==> src/rtl/mux8_rr_arbiter_if.sv <==
// Bus between the requesters and the round-robin arbiter for the shared 8-to-1 mux.
// The requesters (master) drive req. The arbiter (slave) drives the grant and the mux selects.
interface mux8_rr_arbiter_if;
    logic [7:0] req;
    logic [7:0] gnt;
    logic       s2;
    logic       s1;
    logic       s0;
    logic       busy;
    logic       timeout;

    modport master (
        output req,
        input  gnt, s2, s1, s0, busy, timeout
    );

    modport slave (
        input  req,
        output gnt, s2, s1, s0, busy, timeout
    );
endinterface

==> src/rtl/mux8_rr_arbiter.sv <==
// Round-robin arbiter that owns the select lines of a shared 8-to-1 mux.
// A grant lasts until its owner releases or it has run MAX_HOLD cycles, and a one-cycle gap follows every grant.
module mux8_rr_arbiter #(
    parameter int MAX_HOLD = 16
) (
    input  logic               clk,
    input  logic               rst,
    mux8_rr_arbiter_if.slave   bus
);

    typedef enum logic [1:0] {
        IDLE  = 2'd0,
        GRANT = 2'd1,
        GAP   = 2'd2
    } state_t;

    localparam logic [7:0] HOLD_LAST = 8'(MAX_HOLD - 1);

    state_t     state;
    logic [7:0] gnt;
    logic [2:0] sel;
    logic       busy;
    logic       timeout;
    logic [7:0] cnt;
    logic [2:0] ptr;

    logic       win_found;
    logic [2:0] win_idx;
    logic [2:0] cand;

    // Search starts one past the last winner, so the last winner is always checked last.
    always_comb begin
        win_found = 1'b0;
        win_idx   = ptr;
        cand      = ptr;
        for (int i = 1; i <= 8; i++) begin
            cand = ptr + 3'(i);
            if (!win_found && bus.req[cand]) begin
                win_found = 1'b1;
                win_idx   = cand;
            end
        end
    end

    always_ff @(posedge clk or posedge rst) begin
        if (rst) begin
            state   <= IDLE;
            gnt     <= 8'h00;
            sel     <= 3'd0;
            busy    <= 1'b0;
            timeout <= 1'b0;
            cnt     <= 8'd0;
            ptr     <= 3'd7;
        end else begin
            timeout <= 1'b0;
            case (state)
                IDLE, GAP: begin
                    if (win_found) begin
                        state <= GRANT;
                        gnt   <= 8'(1) << win_idx;
                        sel   <= win_idx;
                        ptr   <= win_idx;
                        cnt   <= 8'd0;
                        busy  <= 1'b1;
                    end else begin
                        state <= IDLE;
                        gnt   <= 8'h00;
                        busy  <= 1'b0;
                    end
                end
                GRANT: begin
                    // A release wins over an expiry in the same cycle, so no timeout is reported then.
                    if (!bus.req[ptr]) begin
                        state <= GAP;
                        gnt   <= 8'h00;
                        busy  <= 1'b1;
                    end else if (cnt == HOLD_LAST) begin
                        state   <= GAP;
                        gnt     <= 8'h00;
                        busy    <= 1'b1;
                        timeout <= 1'b1;
                    end else begin
                        cnt <= cnt + 8'd1;
                    end
                end
                default: begin
                    state <= IDLE;
                    gnt   <= 8'h00;
                    busy  <= 1'b0;
                end
            endcase
        end
    end

    assign bus.gnt     = gnt;
    assign bus.s2      = sel[2];
    assign bus.s1      = sel[1];
    assign bus.s0      = sel[0];
    assign bus.busy    = busy;
    assign bus.timeout = timeout;

endmodule

==> src/flat_wrapper.sv <==
// flat-port wrapper written by rule: the top's interface ports become plain ports
module mux8_rr_arbiter_flat 
#(
    parameter int MAX_HOLD = 16
)
  (clk, rst, bus_req, bus_gnt, bus_s2, bus_s1, bus_s0, bus_busy, bus_timeout);
  mux8_rr_arbiter_if bus_i ();
  input  logic clk;
  input  logic rst;
  input wire logic [$bits(bus_i.req)-1:0] bus_req;
  output wire logic [$bits(bus_i.gnt)-1:0] bus_gnt;
  output wire logic [$bits(bus_i.s2)-1:0] bus_s2;
  output wire logic [$bits(bus_i.s1)-1:0] bus_s1;
  output wire logic [$bits(bus_i.s0)-1:0] bus_s0;
  output wire logic [$bits(bus_i.busy)-1:0] bus_busy;
  output wire logic [$bits(bus_i.timeout)-1:0] bus_timeout;
  assign bus_i.req = bus_req;
  assign bus_gnt = bus_i.gnt;
  assign bus_s2 = bus_i.s2;
  assign bus_s1 = bus_i.s1;
  assign bus_s0 = bus_i.s0;
  assign bus_busy = bus_i.busy;
  assign bus_timeout = bus_i.timeout;
  mux8_rr_arbiter #(.MAX_HOLD(MAX_HOLD)) u_core (.clk(clk), .rst(rst), .bus(bus_i));
endmodule
==> config.mk <==
export PLATFORM = sky130hd
export DESIGN_NAME = mux8_rr_arbiter_flat
export DESIGN_NICKNAME = d
export VERILOG_FILES = /design/src/rtl/mux8_rr_arbiter_if.sv /design/src/rtl/mux8_rr_arbiter.sv /design/src/flat_wrapper.sv
export SDC_FILE = /design/constraint.sdc
export NUM_CORES = 1
export LEC_CHECK = 0
export BUFFER_PORTS_ARGS = -buffer_cell sky130_fd_sc_hd__buf_2
export CORE_ASPECT_RATIO = 0.75
export CORE_MARGIN = 2
export CORE_UTILIZATION = 30
export DETAILED_ROUTE_END_ITERATION = 16
export PLACE_DENSITY = 0.55
export SLEW_MARGIN = 20
export SYNTH_ARGS = -nofsm -noshare
export SYNTH_HDL_FRONTEND = slang
export SYNTH_SLANG_ARGS = --single-unit
export TNS_END_PERCENT = 10
==> constraint.sdc <==
create_clock -name clk -period 3 [get_ports clk]
set_input_delay 0 -clock clk [delete_from_list [all_inputs] [get_ports clk]]
set_output_delay 0 -clock clk [all_outputs]
set_load 0.01 [all_outputs]
==> reports/summary.txt <==
FINAL LAYOUT
-------------------------------------------------------------------------------------------------
Share of post-route cells with drive strength above 1                                       39.2%
Post-layout util                                                                            39.9%
Final instance count without filler cells                                                     361
Antenna diodes                                                                                  0
Area growth, synth to finish                                                                27.6%
Design area                                                                              2740 µm²
Net count, final                                                                              277

DETAILED ROUTING
-------------------------------------------------------------------------------------------------
Vias after detailed routing                                                                 1,953
TritonRoute pass-1 iters                                                                        4
DRC                                                                                             0
Vias per inst                                                                                5.41
Aggregate routed wire length                                                              5.58 mm
Count of routing violations after the opening detailed-route iteration                        137
Routed WL per cell                                                                        15.5 µm
Number of nets still failing antenna checks after routing                                       0

SYNTHESIS
-------------------------------------------------------------------------------------------------
Number of nets in the synthesized netlist                                                     227
Register area share after synthesis                                                         30.5%
Area share of the largest cell type after synthesis                                         26.8%
Number of distinct library cell variants in the gate-level netlist after synthesis             58
Most instantiated library cell after synthesis                                       sky130_fd_sc_hd__dfrtp_1
Post-synthesis average cell area                                                         10.0 µm²
Proportion of register bits with asynchronous set or reset after synthesis                   100%
Cell types with the highest counts after synthesis                                   sky130_fd_sc_hd__dfrtp_1, sky130_fd_sc_hd__nand2_1, sky130_fd_sc_hd__nor2_1, sky130_fd_sc_hd__inv_1, sky130_fd_sc_hd__o21ai_0
Gate Count Post-Synth                                                                         214
Warnings, synthesis                                                                             0
Synthesis-stage register bit count                                                             26
Number of flops mapped to enable cells by yosys                                                 0
Leading post-synthesis cells by cell area                                            sky130_fd_sc_hd__dfrtp_1, sky130_fd_sc_hd__mux4_2, sky130_fd_sc_hd__mux4_1, sky130_fd_sc_hd__nand2_1, sky130_fd_sc_hd__mux2i_1
Total standard cell area after synthesis                                                 2150 µm²
Cell type with the largest total area after synthesis                                sky130_fd_sc_hd__dfrtp_1
Top FF cell, synth                                                                   sky130_fd_sc_hd__dfrtp_1

GLOBAL ROUTING
-------------------------------------------------------------------------------------------------
Number of antenna violations at the first check in global routing                               0
Total overflow reported by the global router                                                    0
Via count of the first global-routing pass                                                  1,895
Total Routing Usage GR                                                                      15.1%
Wire length of the first global-routing pass                                              9.53 mm
Maximum number of pins on one net before global-route repair                                   27

TIMING
-------------------------------------------------------------------------------------------------
Number of max-slew violations in the final report                                               0
Period minus WS final                                                                     2.92 ns
Setup violation total in the final timing report                                                0
Tightest Pin Transition                                                                  0.638 ns
Max transition margin                                                                       57.1%
RSZ-0062 raised after global routing                                                          yes
Fraction of the cycle the final worst path needs                                            97.2%
Number of failing hold endpoints at the final stage                                             0
Worst clock skew on the final layout                                                   0.00977 ns
Max Clock Freq                                                                            343 MHz

SETUP PATH
-------------------------------------------------------------------------------------------------
Critical path buffer and inverter count                                                         2
Arrival @ worst endpoint                                                                  3.09 ns
Delay of the slowest cell on the worst path                                               0.61 ns
Worst-path maximum fanout                                                                      14
Critical path's slowest cell                                                         sky130_fd_sc_hd__mux4_2
Startpoint kind of the worst setup timing path                                               flop
Ordered cell list for the critical path                                              buf_8 -> mux4_2 -> mux2i_4 -> nand4_1 -> buf_4 -> nor2_1 -> a2111oi_4 -> o31a_1 -> o31ai_1
Endpoint required time on the critical path                                               3.17 ns
Path type of the worst setup path                                                      reg -> reg
Cell class contributing the biggest share of worst-path delay                        multiplexers
Type of destination of the critical path                                                     flop

CLOCKING
-------------------------------------------------------------------------------------------------
Number of buffers on the longest clock path                                                     2
CTS root buffer                                                                      sky130_fd_sc_hd__clkbuf_8
H-tree level count                                                                              1
TritonCTS clock tree                                                                          yes
Insertion delay to the later sink of the worst-skew pair                                  0.27 ns
Number of sinks on the clock net                                                               26
Number of buffers inserted during clock tree synthesis                                          3
Clk slew on worst S/H paths                                                               0.09 ns

DIE
-------------------------------------------------------------------------------------------------
Area enclosed by the die boundary                                                        7860 µm²
Horizontal die dimension                                                                   102 µm
Height of the die                                                                         77.3 µm
I/O pin total                                                                                  23
Area inside the core boundary                                                            6860 µm²
Starting density of the core                                                                31.3%
Site row count                                                                                 26

RUN
-------------------------------------------------------------------------------------------------
Number of max-cap violations                                                                    0

PLACEMENT
-------------------------------------------------------------------------------------------------
Cell Count Post-Placement                                                                     353
Cell Area, Placed                                                                        2580 µm²
Count of input and output buffers                                                              22
Hpwl dp                                                                                   4.34 mm
Weighted congestion at the end of routability-driven global placement                       0.928

OUTCOME
-------------------------------------------------------------------------------------------------
Result of the run                                                                    complete, no violations

WORST HOLD PATH
-------------------------------------------------------------------------------------------------
Kind of path behind the tightest hold check                                           in -> async

## flip-flops by register name, summed over array words and instances (netlist names)
name / flops
u_core.bus.busy: 1
u_core.cnt: 8
u_core.ptr: 3
u_core.bus.gnt: 8
u_core.sel: 3
u_core.state: 2
u_core.bus.timeout: 1
## tightest hold or removal path, delay by kind of cell
kind,cells,cell delay (ns)
buf+inv,3,1.06
## timing repair
action	4_1_cts	5_1_grt
hold buffers	1	0
setup endpoints to repair	5	15
endpoints found under the hold margin	13	0
buffers inserted	0	3
pin swaps	1	1
gates resized for setup	3	17
## final timing paths
path | startpoint | endpoint | slack, ns | depth (start not counted)
max in group asynchronous | rst | u_core.ptr[2]$_DFFE_PP1P_ | 2.29 | 3
worst max register to register | u_core.ptr[0]$_DFFE_PP1P_ | u_core.bus.gnt[1]$_DFFE_PP0P_ | 0.08 | 9
worst max-delay path | u_core.ptr[0]$_DFFE_PP1P_ | u_core.bus.gnt[1]$_DFFE_PP0P_ | 0.08 | 9
worst min register to register | u_core.bus.gnt[1]$_DFFE_PP0P_ | u_core.bus.gnt[1]$_DFFE_PP0P_ | 0.48 | 2
worst min-delay path | rst | u_core.bus.gnt[4]$_DFFE_PP0P_ | 0.33 | 3
min in group clk | u_core.bus.gnt[1]$_DFFE_PP0P_ | u_core.bus.gnt[1]$_DFFE_PP0P_ | 0.48 | 2
## layout by cell type, fill, tap and decap left out, types with 4 or more instances in the layout
| master | n |
|---|---|
| sky130_fd_sc_hd__a221oi_1 | 4 |
| sky130_fd_sc_hd__buf_2 | 22 |
| sky130_fd_sc_hd__buf_4 | 31 |
| sky130_fd_sc_hd__dfrtp_1 | 23 |
| sky130_fd_sc_hd__inv_1 | 8 |
| sky130_fd_sc_hd__mux2_2 | 7 |
| sky130_fd_sc_hd__mux2i_1 | 4 |
| sky130_fd_sc_hd__mux4_2 | 9 |
| sky130_fd_sc_hd__nand2_1 | 22 |
| sky130_fd_sc_hd__nand3_1 | 6 |
| sky130_fd_sc_hd__nand4_1 | 5 |
| sky130_fd_sc_hd__nor2_1 | 18 |
| sky130_fd_sc_hd__o21ai_0 | 9 |
| sky130_fd_sc_hd__o31ai_1 | 7 |
| sky130_fd_sc_hd__xor2_1 | 5 |
## stage by stage
step / TNS, ns / setup slack, ns / hold WS [ns]
floorplan: 0 / 0.00883 / 0.0378
global placement: 0 / 0.0421 / 0.269
detailed placement: -0.218 / -0.0570 / 0.294
CTS: 0 / 0.00621 / 0.482
global route: -0.116 / -0.0441 / 0.390
finish: 0 / 0.0845 / 0.329
## kinds of logic after synthesis
| group | share of synthesized area (%) |
|---|---|
| AND/OR/NAND/NOR | 16.8 |
| AO/OA/AOI/OAI | 18.6 |
| multiplexers | 22.6 |
| flip-flops | 30.5 |
| buffers and inverters | 4.95 |
| XOR/XNOR | 4.78 |
| adder cells (fa/ha/maj) | 1.75 |
## cell type report
cell class	count	area, µm²
multi-input combinational	166	1490
fill	685	4120
inverter	11	42.5
clock buffer	4	45.0
tap	98	123
timing repair buffer	56	388
sequential	26	654
## layer usage
metal | vias up | wire length, µm | GRT usage [%]
li1 | 915 | - | -
met1 | 978 | 2780 | 22.7
met2 | 48 | 2460 | 21.7
met3 | 12 | 265 | 3.92
met4 | 0 | 82 | 2.97
met5 | - | 0 | 0
Power is not shown: default switching activity piles up to over one toggle a cycle in this logic, so the estimate is an artifact.
